==> config.mk <==
export PLATFORM = sky130hd
export DESIGN_NAME = pipe_regs
export DESIGN_NICKNAME = d
export VERILOG_FILES = /design/src/rtl/pipe_regs.sv
export SDC_FILE = /design/constraint.sdc
export NUM_CORES = 1
export LEC_CHECK = 0
export CAP_MARGIN = 0
export CORE_AREA = 2 2 358 360
export DETAILED_ROUTE_END_ITERATION = 10
export DIE_AREA = 0 0 360 362
export PLACE_DENSITY_LB_ADDON = 0.25
export SLEW_MARGIN = 20
export SYNTH_ARGS = -nofsm -noshare
export SYNTH_HDL_FRONTEND = slang
export SYNTH_SLANG_ARGS = --single-unit
==> constraint.sdc <==
create_clock -name clk -period 1.7 [get_ports clk]
set_input_delay 0.17 -clock clk [delete_from_list [all_inputs] [get_ports clk]]
set_output_delay 0.17 -clock clk [all_outputs]
set_load 0.05 [all_outputs]
==> src/rtl/pipe_regs.sv <==
// F, D and E pipeline registers for the Y86-64 five-stage core, with stall/bubble
// handling, saturating hazard-event counters and a sticky stall/bubble conflict flag.
module pipe_regs #(
    parameter int unsigned W  = 64,
    parameter int unsigned CW = 32
) (
    input  logic          clk,
    input  logic          rst_n,
    input  logic          F_stall,
    input  logic          D_stall,
    input  logic          D_bubble,
    input  logic          E_bubble,
    input  logic [W-1:0]  f_predPC,
    input  logic [1:0]    f_stat,
    input  logic [3:0]    f_icode,
    input  logic [3:0]    f_ifun,
    input  logic [3:0]    f_rA,
    input  logic [3:0]    f_rB,
    input  logic [W-1:0]  f_valC,
    input  logic [W-1:0]  f_valP,
    input  logic [1:0]    d_stat,
    input  logic [3:0]    d_icode,
    input  logic [3:0]    d_ifun,
    input  logic [W-1:0]  d_valC,
    input  logic [W-1:0]  d_valA,
    input  logic [W-1:0]  d_valB,
    input  logic [3:0]    d_dstE,
    input  logic [3:0]    d_dstM,
    input  logic [3:0]    d_srcA,
    input  logic [3:0]    d_srcB,
    output logic [W-1:0]  F_predPC,
    output logic [1:0]    D_stat,
    output logic [3:0]    D_icode,
    output logic [3:0]    D_ifun,
    output logic [3:0]    D_rA,
    output logic [3:0]    D_rB,
    output logic [W-1:0]  D_valC,
    output logic [W-1:0]  D_valP,
    output logic [1:0]    E_stat,
    output logic [3:0]    E_icode,
    output logic [3:0]    E_ifun,
    output logic [W-1:0]  E_valC,
    output logic [W-1:0]  E_valA,
    output logic [W-1:0]  E_valB,
    output logic [3:0]    E_dstE,
    output logic [3:0]    E_dstM,
    output logic [3:0]    E_srcA,
    output logic [3:0]    E_srcB,
    output logic [CW-1:0] stall_cnt,
    output logic [CW-1:0] bubble_cnt,
    output logic          ctl_conflict
);

    localparam logic [1:0] STAT_AOK = 2'd0;
    localparam logic [3:0] I_NOP    = 4'h1;
    localparam logic [3:0] R_NONE   = 4'hF;

    logic [CW-1:0] cnt_max;
    assign cnt_max = {CW{1'b1}};

    always_ff @(posedge clk or negedge rst_n) begin
        if (!rst_n) begin
            F_predPC     <= '0;
            D_stat       <= STAT_AOK;
            D_icode      <= I_NOP;
            D_ifun       <= 4'h0;
            D_rA         <= R_NONE;
            D_rB         <= R_NONE;
            D_valC       <= '0;
            D_valP       <= '0;
            E_stat       <= STAT_AOK;
            E_icode      <= I_NOP;
            E_ifun       <= 4'h0;
            E_valC       <= '0;
            E_valA       <= '0;
            E_valB       <= '0;
            E_dstE       <= R_NONE;
            E_dstM       <= R_NONE;
            E_srcA       <= R_NONE;
            E_srcB       <= R_NONE;
            stall_cnt    <= '0;
            bubble_cnt   <= '0;
            ctl_conflict <= 1'b0;
        end else begin
            if (!F_stall) begin
                F_predPC <= f_predPC;
            end

            // Stall outranks bubble so a conflicting request never loses the held instruction.
            if (D_stall) begin
                D_stat <= D_stat;
            end else if (D_bubble) begin
                D_stat  <= STAT_AOK;
                D_icode <= I_NOP;
                D_ifun  <= 4'h0;
                D_rA    <= R_NONE;
                D_rB    <= R_NONE;
                D_valC  <= '0;
                D_valP  <= '0;
            end else begin
                D_stat  <= f_stat;
                D_icode <= f_icode;
                D_ifun  <= f_ifun;
                D_rA    <= f_rA;
                D_rB    <= f_rB;
                D_valC  <= f_valC;
                D_valP  <= f_valP;
            end

            if (E_bubble) begin
                E_stat  <= STAT_AOK;
                E_icode <= I_NOP;
                E_ifun  <= 4'h0;
                E_valC  <= '0;
                E_valA  <= '0;
                E_valB  <= '0;
                E_dstE  <= R_NONE;
                E_dstM  <= R_NONE;
                E_srcA  <= R_NONE;
                E_srcB  <= R_NONE;
            end else begin
                E_stat  <= d_stat;
                E_icode <= d_icode;
                E_ifun  <= d_ifun;
                E_valC  <= d_valC;
                E_valA  <= d_valA;
                E_valB  <= d_valB;
                E_dstE  <= d_dstE;
                E_dstM  <= d_dstM;
                E_srcA  <= d_srcA;
                E_srcB  <= d_srcB;
            end

            if (D_stall && stall_cnt != cnt_max) begin
                stall_cnt <= stall_cnt + CW'(1);
            end
            if ((D_bubble || E_bubble) && bubble_cnt != cnt_max) begin
                bubble_cnt <= bubble_cnt + CW'(1);
            end
            if (D_stall && D_bubble) begin
                ctl_conflict <= 1'b1;
            end
        end
    end

endmodule

Word level (Yosys, flattened, before mapping)
Cells that the tools add are included.

Bits in read-only memories: 0. Memories: 0. Bits in writable memories: 0. Bits in registers: 493. Output and inout bits: 493. Bits of input ports: 434. Latch bits: 0.

$add $sub $neg: 2. Shift-type cells: 0. $lt $le $gt $ge: 0. Reductions and logical operators: 4. Multiply operators: 0. Bitwise logic cells: 0. Muxes and demuxes: 17. Div/mod/pow operators: 0. Equality and inequality tests: 2.

Operators with widths (number): $mux W64 (5); $add A32 B1 Y32 const B (2); $ne A32 B32 Y1 const B (2); $mux W4 (10); $mux W2 (2); $logic_and A1 B1 Y1 (3); $logic_or A1 B1 Y1 (1).

Depth between registers and ports, before layout
Gate-level depths: netlist of the first run.

Word-level depth: 2. Depth in mapped cells: 8.

Worst setup path after synthesis of the first run
Ideal clock, no wire load.

Path kind: flip-flop to flip-flop. From: reg stall_cnt[0]. To: reg stall_cnt[28]. Period minus slack after synthesis: 2.166 ns. Setup time: 0.143 ns. Data arrival time: 2.023 ns. Stages on the path, launching flop included: 7. Path slack: -0.466 ns. Cell sequence: dfrtp_1 > ha_1 > nand4_1 > or4_4 > nor3_1 > nand3_1 > xnor2_1.

Longest elaborated chain between the ends: 2.

RTL lines: from (decl) (RTL line 49) `output logic [CW-1:0] stall_cnt,`; from (signal assigned) (RTL line 135) `stall_cnt <= stall_cnt + CW'(1);`; branches (longest 2 deep; another with $add A32 B1 Y32).

Parallel ways; which one is timed is not known. A chain may end at the register's enable or synchronous reset.

Worst setup path after layout of the first run
From: reg stall_cnt[18]. To: reg stall_cnt[28].

The elaborated chain is that of the path after synthesis.

==> results of run 1 <==
-- per-layer routing --
| layer | part of all wire, % | wire length [µm] |
|---|---|---|
| met5 | 0.061 | 56 |
| met4 | 2.8 | 2569 |
| met3 | 12 | 11430 |
| met2 | 50 | 45870 |
| met1 | 35 | 32290 |
-- cells in the final DEF (no fill, tap or decap), types with 65 or more instances in the layout --
| master | count |
|---|---|
| dlygate4sd3_1 | 134 |
| o21ai_0 | 141 |
| clkbuf_16 | 67 |
| clkdlybuf4s50_1 | 428 |
| nor2b_1 | 202 |
| dfrtp_1 | 404 |
| nand2_1 | 155 |
| nand2b_1 | 132 |
| buf_4 | 474 |
| clkdlybuf4s15_2 | 137 |
| mux2_2 | 65 |
-- registers in the layout, summed over array words and instances (netlist names), 32 cells and up --
name	count
D_valC	64
D_valP	64
E_valA	64
E_valB	64
E_valC	64
F_predPC	64
bubble_cnt	32
stall_cnt	32
-- worst max-delay path: stages, from the launching register on --
cell and delay [ps]:
dfrtp_2 360, nand4_1 240, buf_4 220, or4_4 440, nor3_2 130, nand3_1 110
xnor2_1 130
-- cell type report --
type | count | area [µm²]
Multi-Input combinational cell | 935 | 6280
Clock inverter | 25 | 322.8
Fill cell | 13350 | 92160
Timing Repair Buffer | 1219 | 11520
Antenna cell | 18 | 45.04
Inverter | 2 | 7.507
Tap cell | 1662 | 2079
Sequential cell | 493 | 12450
Clock buffer | 93 | 1834
-- path summary, 6_finish.rpt --
check,depth (start not counted),endpoint,start,slack (ps)
worst max-delay path,6,stall_cnt[28],stall_cnt[18],-60
worst min register to register,1,ctl_conflict,ctl_conflict,470
max in group asynchronous,3,D_valP[59],rst_n,390
worst min-delay path,2,E_valA[13],d_valA[13],80
worst max register to register,6,stall_cnt[28],stall_cnt[18],-60
min in group asynchronous,2,D_rA[3],rst_n,290
-- kinds of logic (layout without fill, tap and decap cells) --
logic type	after synthesis	in the layout	share of synthesized area, %
mux	66	66	4.016
other cells	0	18	0
compound gates	153	153	4.327
buf+inv	89	1339	1.900
simple gates	655	655	20.00
xor+xnor	59	59	2.792
flops	493	493	66.83
fa+ha+maj	2	2	0.1352
-- where the power goes --
group / total, W / internal, W / switching, W / leakage, nW
sequential: 0.0131 / 0.0127 / 0.000463 / 6.16
combinational: 0.00866 / 0.00333 / 0.00533 / 7.73
clock: 0.0143 / 0.00848 / 0.00581 / 1.05
total: 0.0361 / 0.0245 / 0.0116 / 14.9
-- repair_timing --
action,CTS,global route
hold endpoints to repair,572,0
resized for setup,426,50
pin swaps,11,37
buffers inserted,5,13
endpoints found under the setup margin,159,41
gates cloned,1,1
hold buffers,134,0
-- stage by stage --
stage	area (µm²)	setup TNS [ps]	util [%]	instances
final	34540	-187.7	27.26	4447
after global routing	34510	-2198	27.24	4438
after global placement	30390	-628.2	23.98	4157
after CTS	34180	-438.0	26.98	4415
after detailed placement	30390	-677.3	23.98	4157
after floorplan	18910	-4052	-	1517
==> summary.md, run 1 <==
| Metric | Value |
|---|---|
| Main flop type after synthesis | `dfrtp_1` |
| Final setup vio count | `8` |
| Maximum fanout along the worst path | `3` |
| Maximum level of the CTS H-tree | `3` |
| Total number of vias | `15,930` |
| Num rows | `131` |
| Vert. Die Dim | `~360 µm` |
| Warnings, synthesis | `0` |
| Yosys cell types | `41` |
| Worst Hold Slack | `~80 ps` |
| Number of port buffers | `between 900 and 1,000` |
| Total GRT Usage | `between 10 and 15%` |
| Net count after synthesis | `1,953` |
| Share of synthesized flip-flops with an asynchronous set or reset | `100.0%` |
| Routed wire length | `just over 90,000 µm` |
| Setup crit end kind | `register` |
| Leakage dissipation | `14.94 nW` |
| Maximum number of pins on one net before global-route repair | `156` |
| Max Buffers Root-to-Sink | `3` |
| Syn Inst Count | `1,517` |
| Synth Cell Area | `18,510 µm²` |
| Max IR drop VDD | `around 0.00074 V` |
| Total count of max-transition violations in the final report | `0` |
| Number of antenna violations at the first check in global routing | `about 50` |
| Yosys top cell area share | `a little over three fifths` |
| Via density | `about 3.6` |
| Most instantiated library cell after synthesis | `dfrtp_1` |
| Net count, final | `3,153` |
| Unrepaired setup endpoints after global routing | `true` |
| Number of search-and-repair iterations in the first detailed-routing pass | `4` |
| Setup slack at placement | `-93.39 ps` |
| Gr ovfl total | `0` |
| Die width | `360 µm` |
| Clock tree from TritonCTS | `yes` |
| CP arrival | `~2300 ps` |
| Max Cap Viol | `0` |
| Met3 Usage GRT | `7.834%` |
| Outcome | `finished, violations left` |
| Core outline area | `126,700 µm²` |
| Final critical delay including setup and external delays | `1759 ps` |
| Initial core utilization | `14.61%` |
| Area growth from synthesis to final layout | `86.61%` |
| Post-route total power | `0.03608 W` |
| Data required time at the worst endpoint | `about 2200 ps` |
| Met1 Track Usage GR | `14.15%` |
| Worst-case setup margin in the final layout | `-58.77 ps` |
| Library cell with the largest summed area after synthesis | `dfrtp_1` |
| Root cell of the clock tree | `clkbuf_16` |
| First-pass GRT wire length | `129,500 µm` |
| Routed wire per std cell | `20.74 µm` |
| Residual DRC | `0` |
| Synthesis-stage register bit count | `~500` |
| List of most frequent post-synthesis cells | `dfrtp_1, nor2b_1, nand2_1` |
| Rel. slew slack | `46.46%` |
| Clock-pin slew reported for the worst setup and hold paths after clock tree synthesis | `~60 ps` |
| Top Ports | `927` |
| Post-synth EDFFs | `0` |
| Clock latency at the later pin of the worst-skew pair | `640 ps` |
| Via count of the first global-routing pass | `17,240` |
| Worst setup path class | `register to register` |
| Share of the cycle needed by the critical path after routing | `103.5%` |
| Violations in the final reports | `setup timing` |
| Cell Pwr Density | `between 1000 and 1500 nW/µm²` |
| Sequential area share after synthesis | `66.83%` |
| Number of routed nets with antenna violations | `0` |
| Number of CTS-inserted buffers | `66` |
| Die area | `about 130,000 µm²` |
| Tightest Hold Check Type | `input port to register` |
| Worst clock skew | `10.37 ps` |
| Most used routing layer in global routing | `met2` |
| Fraction of layout cells with a size suffix above 1 | `36.18%` |
| Max Clock Freq | `568.6 MHz` |
| Transition at the pin with the smallest max-transition slack | `803.0 ps` |
| Dominant cells by area after synthesis | `dfrtp_1, nor2b_1, nand2b_1, mux2_2, o21ai_0` |
| Routability congestion estimate | `0.7808` |
| Met2 global-route usage | `a little under a quarter` |
| Number of failing hold endpoints at the final stage | `0` |
| Number of violations reported at the end of detailed-routing iteration 0 | `765` |
| Startpoint Class | `register` |
| Hpwl dp | `71,000 µm` |
| Post-synthesis area per instance | `12.20 µm²` |
| Total clock sinks | `a little under 500` |
Note: power is estimated with default switching activity, not from simulation.
==> run 2: changes to the inputs <==
--- a/config.mk
+++ b/config.mk
@@ -10,6 +10,7 @@
 export DETAILED_ROUTE_END_ITERATION = 10
 export DIE_AREA = 0 0 360 362
 export PLACE_DENSITY_LB_ADDON = 0.25
+export RECOVER_POWER = 25
 export SLEW_MARGIN = 20
 export SYNTH_ARGS = -nofsm -noshare
 export SYNTH_HDL_FRONTEND = slang
==> summary.md, run 2 (synthesis gave the netlist of run 1 again) <==
| Metric | Value |
|---|---|
| Outcome | `finished, violations left` |
| Violations in the final reports | `setup timing` |
| Startpoint Class | `register` |
| Commonest cells after routing, fill and taps aside | `buf_4, clkdlybuf4s50_1, dfrtp_1` |
| Final Instance Area | `34,290 µm²` |
| Data required time at the worst endpoint | `2210 ps` |
| Die width | `360 µm` |
| Power share of the combinational group | `between 20% and 30%` |
| Net count, final | `3,153` |
| Area of the multi-input gates | `6280 µm²` |
| Total number of vias | `15,880` |
| Max Cap Viol | `0` |
| Number of CTS-inserted buffers | `66` |
| CP arrival | `around 2300 ps` |
| Gr ovfl total | `0` |
| Max IR drop VDD | `0.0007441 V` |
| Hpwl dp | `71,000 µm` |
| Maximum number of pins on one net before global-route repair | `156` |
| Tightest Hold Check Type | `input port to register` |
| Number of failing hold endpoints at the final stage | `0` |
| Maximum level of the CTS H-tree | `3` |
| Number of violations reported at the end of detailed-routing iteration 0 | `763` |
| Clock-pin slew reported for the worst setup and hold paths after clock tree synthesis | `approximately 60 ps` |
| Total GRT Usage | `13.89%` |
| Initial core utilization | `14.61%` |
| Max Buffers Root-to-Sink | `3` |
| Worst setup path class | `register to register` |
| Vert. Die Dim | `362 µm` |
| Top Ports | `927` |
| Max Clock Freq | `570.4 MHz` |
| Die area | `130,300 µm²` |
| Final setup vio count | `9` |
| Setup slack of the worst register-to-register path | `-50 ps` |
| Worst Hold Slack | `just under 80 ps` |
| Via density | `between 3 and 4` |
| Residual DRC | `0` |
| Root cell of the clock tree | `clkbuf_16` |
| Post-Place Cell Area | `30,390 µm²` |
| Area growth from synthesis to final layout | `85.28%` |
| Cell Pwr Density | `1051 nW/µm²` |
| Worst clock skew | `roughly 11 ps` |
| Worst-case setup margin in the final layout | `-53.05 ps` |
| Transition at the pin with the smallest max-transition slack | `1203 ps` |
| Leakage dissipation | `14.83 nW` |
| Share of the cycle needed by the critical path after routing | `103.1%` |
| Depth of the worst hold-timing path | `2` |
| End of the worst hold path | `E_valC[28]` |
| Sequential cell area | `12,450 µm²` |
| Routed wire length | `about 90,000 µm` |
| Critical R2R Capture | `stall_cnt[28]` |
| Most common library cell in the layout ignoring fill and taps | `buf_4` |
| Worst Reg-to-Reg Cells | `6` |
| Number of port buffers | `926` |
| Maximum fanout along the worst path | `3` |
| Routed wire per std cell | `20.76 µm` |
| Psw | `0.01161 W` |
| Via count of the first global-routing pass | `17,240` |
| Fraction of layout cells with a size suffix above 1 | `about 36%` |
| Fraction of power spent switching nets | `32.23%` |
| Total clock sinks | `approximately 490` |
| Worst min-delay path startpoint | `d_valC[28]` |
| Number of search-and-repair iterations in the first detailed-routing pass | `4` |
| Clock group share of total power | `about two fifths` |
| Num rows | `131` |
| Unrepaired setup endpoints after global routing | `true` |
| Sequential cell fraction of total power | `36.4%` |
| Number of routed nets with antenna violations | `0` |
| Routability congestion estimate | `0.7808` |
| First-pass GRT wire length | `129,500 µm` |
| Total count of max-transition violations in the final report | `0` |
| Rel. slew slack | `19.81%` |
| Core outline area | `126,700 µm²` |
| Clock latency at the later pin of the worst-skew pair | `640 ps` |
| Clock tree from TritonCTS | `yes` |
| Total Negative Setup Slacks | `-176.6 ps` |
| Reg-to-Reg Start | `stall_cnt[18]` |
| Number of fillers in the final layout | `about 13,000` |
| Final critical delay including setup and external delays | `1753 ps` |
| Number of antenna violations at the first check in global routing | `just over 50` |
| Setup crit end kind | `register` |
| Power Internal | `0.02442 W` |
run 2: cell types whose count changed in the layout (fill, tap and decap cells not counted), sizes merged:
| cell | before | now |
|---|---|---|
| diode | 18 | 20 |
| buf | 517 | 491 |
| clkbuf | 96 | 122 |
run 2: layer usage:
| metal | part of all wire (%) | vias up | GRT usage, % |
|---|---|---|---|
| met3 | 12 | 157 | 7.834 |
| li1 | - | 7397 | - |
| met4 | 2.8 | 10 | 5.281 |
| met1 | 35 | 7626 | 14.15 |
| met2 | 50 | 689 | 23.60 |
| met5 | 0.061 | - | 0 |
run 2: worst max path at each step:
stage / start / endpoint / slack (ps) / cells past startpoint
CTS: stall_cnt[0] / stall_cnt[30] / -80 / 6
finish: stall_cnt[18] / stall_cnt[28] / -50 / 6
floorplan: stall_cnt[0] / stall_cnt[28] / -280 / 6
global placement: stall_cnt[0] / stall_cnt[31] / -80 / 8
global route: stall_cnt[1] / stall_cnt[26] / -180 / 7
detailed placement: stall_cnt[0] / stall_cnt[28] / -90 / 6
run 2: through the flow:
stage                     power (W)  util (%)  instances  setup WS, ps
after floorplan             0.01762         -       1517        -280.3
after global placement      0.02174     23.98       4157        -76.32
after detailed placement    0.02175     23.98       4157        -93.39
after CTS                   0.03687     26.98       4415        -84.77
after global routing        0.03776     27.04       4438        -175.3
final                       0.03603     27.06       4449        -53.05
run 2: area by class of cell:
cell class | instances | share of cell area [%]
repair buffers | 1219 | 32.86
well taps | 1662 | 6.064
inverters | 2 | 0.02189
diodes | 20 | 0.1460
clock inverters | 25 | 0.9414
multi-input cells | 935 | 18.31
flip-flops and latches | 493 | 36.30
clock buffers | 93 | 5.349
run 2: power groups by stage:
stage               Sequential [W]  Combinational (W)  Clock [W]
detailed placement          0.0133            0.00844          0
finish                      0.0131            0.00859     0.0143
global route                0.0132            0.00911     0.0154
global placement            0.0133            0.00845          0
floorplan                   0.0164            0.00119          0
CTS                         0.0131            0.00871     0.0150
run 2: repair_timing:
item	4_1_cts	5_1_grt
hold buffers	134	0
endpoints found under the setup margin	159	41
setup buffers	5	13
endpoints found under the hold margin	572	0
pin swaps	11	37
cloned	1	1
resized for setup	426	50
run 2: critical path: stages, from the launching register on:
cell	delay, ps
dfrtp_2	350
nand4_1	240
buf_4	220
or4_4	440
nor3_2	130
nand3_1	110
xnor2_1	130
==> run 3: changes to the inputs <==
--- a/config.mk
+++ b/config.mk
@@ -6,9 +6,11 @@
 export NUM_CORES = 1
 export LEC_CHECK = 0
 export CAP_MARGIN = 0
-export CORE_AREA = 2 2 358 360
+export CELL_PAD_IN_SITES_DETAIL_PLACEMENT = 1
+export CELL_PAD_IN_SITES_GLOBAL_PLACEMENT = 1
+export CORE_AREA = 2 2 366 368
 export DETAILED_ROUTE_END_ITERATION = 10
-export DIE_AREA = 0 0 360 362
+export DIE_AREA = 0 0 368 370
 export PLACE_DENSITY_LB_ADDON = 0.25
 export RECOVER_POWER = 25
 export SLEW_MARGIN = 20
==> summary.md, run 3 (synthesis gave the netlist of run 1 again) <==
| Metric | Value |
|---|---|
| Worst setup path class | `register to register` |
| Worst-case setup margin in the final layout | `-101.6 ps` |
| CP arrival | `approximately 2400 ps` |
| Residual DRC | `0` |
| Net count, final | `3,060` |
| Crit-path cells | `ha_4, nand4_1, buf_4, nor4_4, nand4_1, nor4b_2, xor2_1` |
| Number of antenna violations at the first check in global routing | `between 60 and 70` |
| Sequential cell area | `approximately 12,000 µm²` |
| Top Ports | `927` |
| Cell mode on critical path | `nand4_1` |
| Outcome | `finished, violations left` |
| Most common library cell in the layout ignoring fill and taps | `buf_4` |
| Tightest Hold Check Type | `input port to register` |
| Final setup vio count | `21` |
| Via count of the first global-routing pass | `17,330` |
| Area of the multi-input gates | `between 6000 and 7000 µm²` |
| Number of fillers in the final layout | `approximately 15,000` |
| Number of violations reported at the end of detailed-routing iteration 0 | `554` |
| Area growth from synthesis to final layout | `82.80%` |
| Clock-pin slew reported for the worst setup and hold paths after clock tree synthesis | `60 ps` |
| Max IR drop VDD | `0.0005899 V` |
| Share of the core filled with cells in the final layout | `about a quarter` |
| Unrepaired setup endpoints after global routing | `true` |
| Maximum fanout along the worst path | `2` |
| Total clock sinks | `approximately 490` |
| Cell Pwr Density | `approximately 1100 nW/µm²` |
| Met3 Usage GRT | `approximately 8.5%` |
| Startpoint Class | `register` |
| Post-route total power | `0.03649 W` |
| Max Buffers Root-to-Sink | `3` |
| Most used routing layer in global routing | `met2` |
| Core outline area | `132,500 µm²` |
| Total GRT Usage | `between 10 and 15%` |
| Met2 global-route usage | `24.02%` |
| Critical Path Max Stage Delay | `380 ps` |
| Root cell of the clock tree | `clkbuf_16` |
| Maximum number of pins on one net before global-route repair | `roughly 120` |
| Total number of vias | `between 15,000 and 20,000` |
| Maximum level of the CTS H-tree | `3` |
| Fraction of layout cells with a size suffix above 1 | `37.91%` |
| Number of CTS-inserted buffers | `69` |
| Data required time at the worst endpoint | `2260 ps` |
| Number of routed nets with antenna violations | `0` |
| Number of failing hold endpoints at the final stage | `0` |
| Clock tree from TritonCTS | `yes` |
| Gr ovfl total | `0` |
| Via density | `about 3.6` |
| Num rows | `134` |
| Routability congestion estimate | `0.8045` |
| Final critical delay including setup and external delays | `around 1800 ps` |
| Initial core utilization | `roughly 14%` |
| Total count of max-transition violations in the final report | `11` |
| Share of the cycle needed by the critical path after routing | `106.0%` |
| Worst clock skew | `between 30 and 40 ps` |
| Number of search-and-repair iterations in the first detailed-routing pass | `4` |
| First-pass GRT wire length | `~140,000 µm` |
| Setup crit end kind | `register` |
| Clock latency at the later pin of the worst-skew pair | `640 ps` |
| Die width | `368 µm` |
| Leakage dissipation | `14.77 nW` |
| Vert. Die Dim | `370 µm` |
| Die area | `136,200 µm²` |
| Slowest stage cell, crit path | `dfrtp_2` |
| Hpwl dp | `79,260 µm` |
| Met1 Track Usage GR | `between 10 and 15%` |
| Routed wire per std cell | `22.53 µm` |
| Number of port buffers | `926` |
| Transition at the pin with the smallest max-transition slack | `approximately 1500 ps` |
| Max Clock Freq | `555.1 MHz` |
| Max Cap Viol | `1` |
| Routed wire length | `about 100,000 µm` |
| Rel. slew slack | `-0.9300%` |
| Commonest cells after routing, fill and taps aside | `buf_4, clkdlybuf4s50_1, dfrtp_1` |
| Violations in the final reports | `capacitance limit, slew limit, setup timing` |
==> run 3: cell count changes in the layout (fill, tap and decap cells not counted), sizes merged, moves of 3 or more <==
cell           change
buf               +47
clkinv             +3
dlygate4sd3      -100
clkdlybuf4s15     -42
diode              +5
clkbuf            +11
==> run 3: power breakdown <==
| part | internal [W] | leakage [nW] | switching, W | total [W] |
|---|---|---|---|---|
| clock | 0.00861 | 1.09 | 0.00600 | 0.0146 |
| sequential | 0.0127 | 6.16 | 0.000498 | 0.0132 |
| combinational | 0.00333 | 7.52 | 0.00539 | 0.00871 |
| total | 0.0246 | 14.8 | 0.0119 | 0.0365 |
==> run 3: timing repair <==
action | CTS | global route
resized for setup | 302 | 67
endpoints found under the setup margin | 131 | 59
pin swaps | 7 | 50
endpoints found under the hold margin | 503 | 0
hold buffers | 35 | 0
cloned | 1 | 2
buffers inserted | 2 | 12
==> run 3: final cells by class <==
class | count | share of cell area [%]
Antenna cell | 25 | 0.1849
Clock buffer | 105 | 5.769
Clock inverter | 22 | 0.8654
Inverter | 2 | 0.02219
Multi-Input combinational cell | 935 | 19.03
Sequential cell | 493 | 36.79
Tap cell | 1768 | 6.538
Timing Repair Buffer | 1123 | 30.80
==> run 3: worst max-delay path, delay by kind of cell (launching register included) <==
kind	cells	cell delay (ps)
simple gates	4	870
buf+inv	1	190
fa+ha+maj	1	130
flops	1	380
xor+xnor	1	160
==> run 3: metrics by stage <==
stage          instance area (µm²)  hold slack [ps]  setup WS, ps  instances  setup TNS, ps
6_report                     33830            76.22        -101.6       4473          -1146
5_1_grt                      33800            36.12        -217.5       4461         -14820
4_1_cts                      33340            1.549        -122.7       4434          -1598
3_5_place_dp                 30500            80.41        -202.5       4269          -1773
3_3_place_gp                 30500            78.27        -186.7       4269          -1719
2_1_floorplan                18910           -125.6        -280.3       1517          -4052
==> run 3: final timing paths <==
path | slack, ps | endpoint | cells past startpoint | from
worst min register to register | 470 | ctl_conflict | 1 | ctl_conflict
worst max register to register | -100 | stall_cnt[26] | 7 | stall_cnt[0]
min in group asynchronous | 1100 | F_predPC[55] | 3 | rst_n
worst max-delay path | -100 | stall_cnt[26] | 7 | stall_cnt[0]
worst min-delay path | 80 | E_valA[58] | 2 | d_valA[58]
max in group asynchronous | 30 | E_valA[43] | 3 | rst_n
==> run 3: routing by layer <==
metal	routed length [µm]	share of wire [%]
met4	3302	3.3
met1	34970	35
met3	13760	14
met2	48700	48
met5	38	0.038
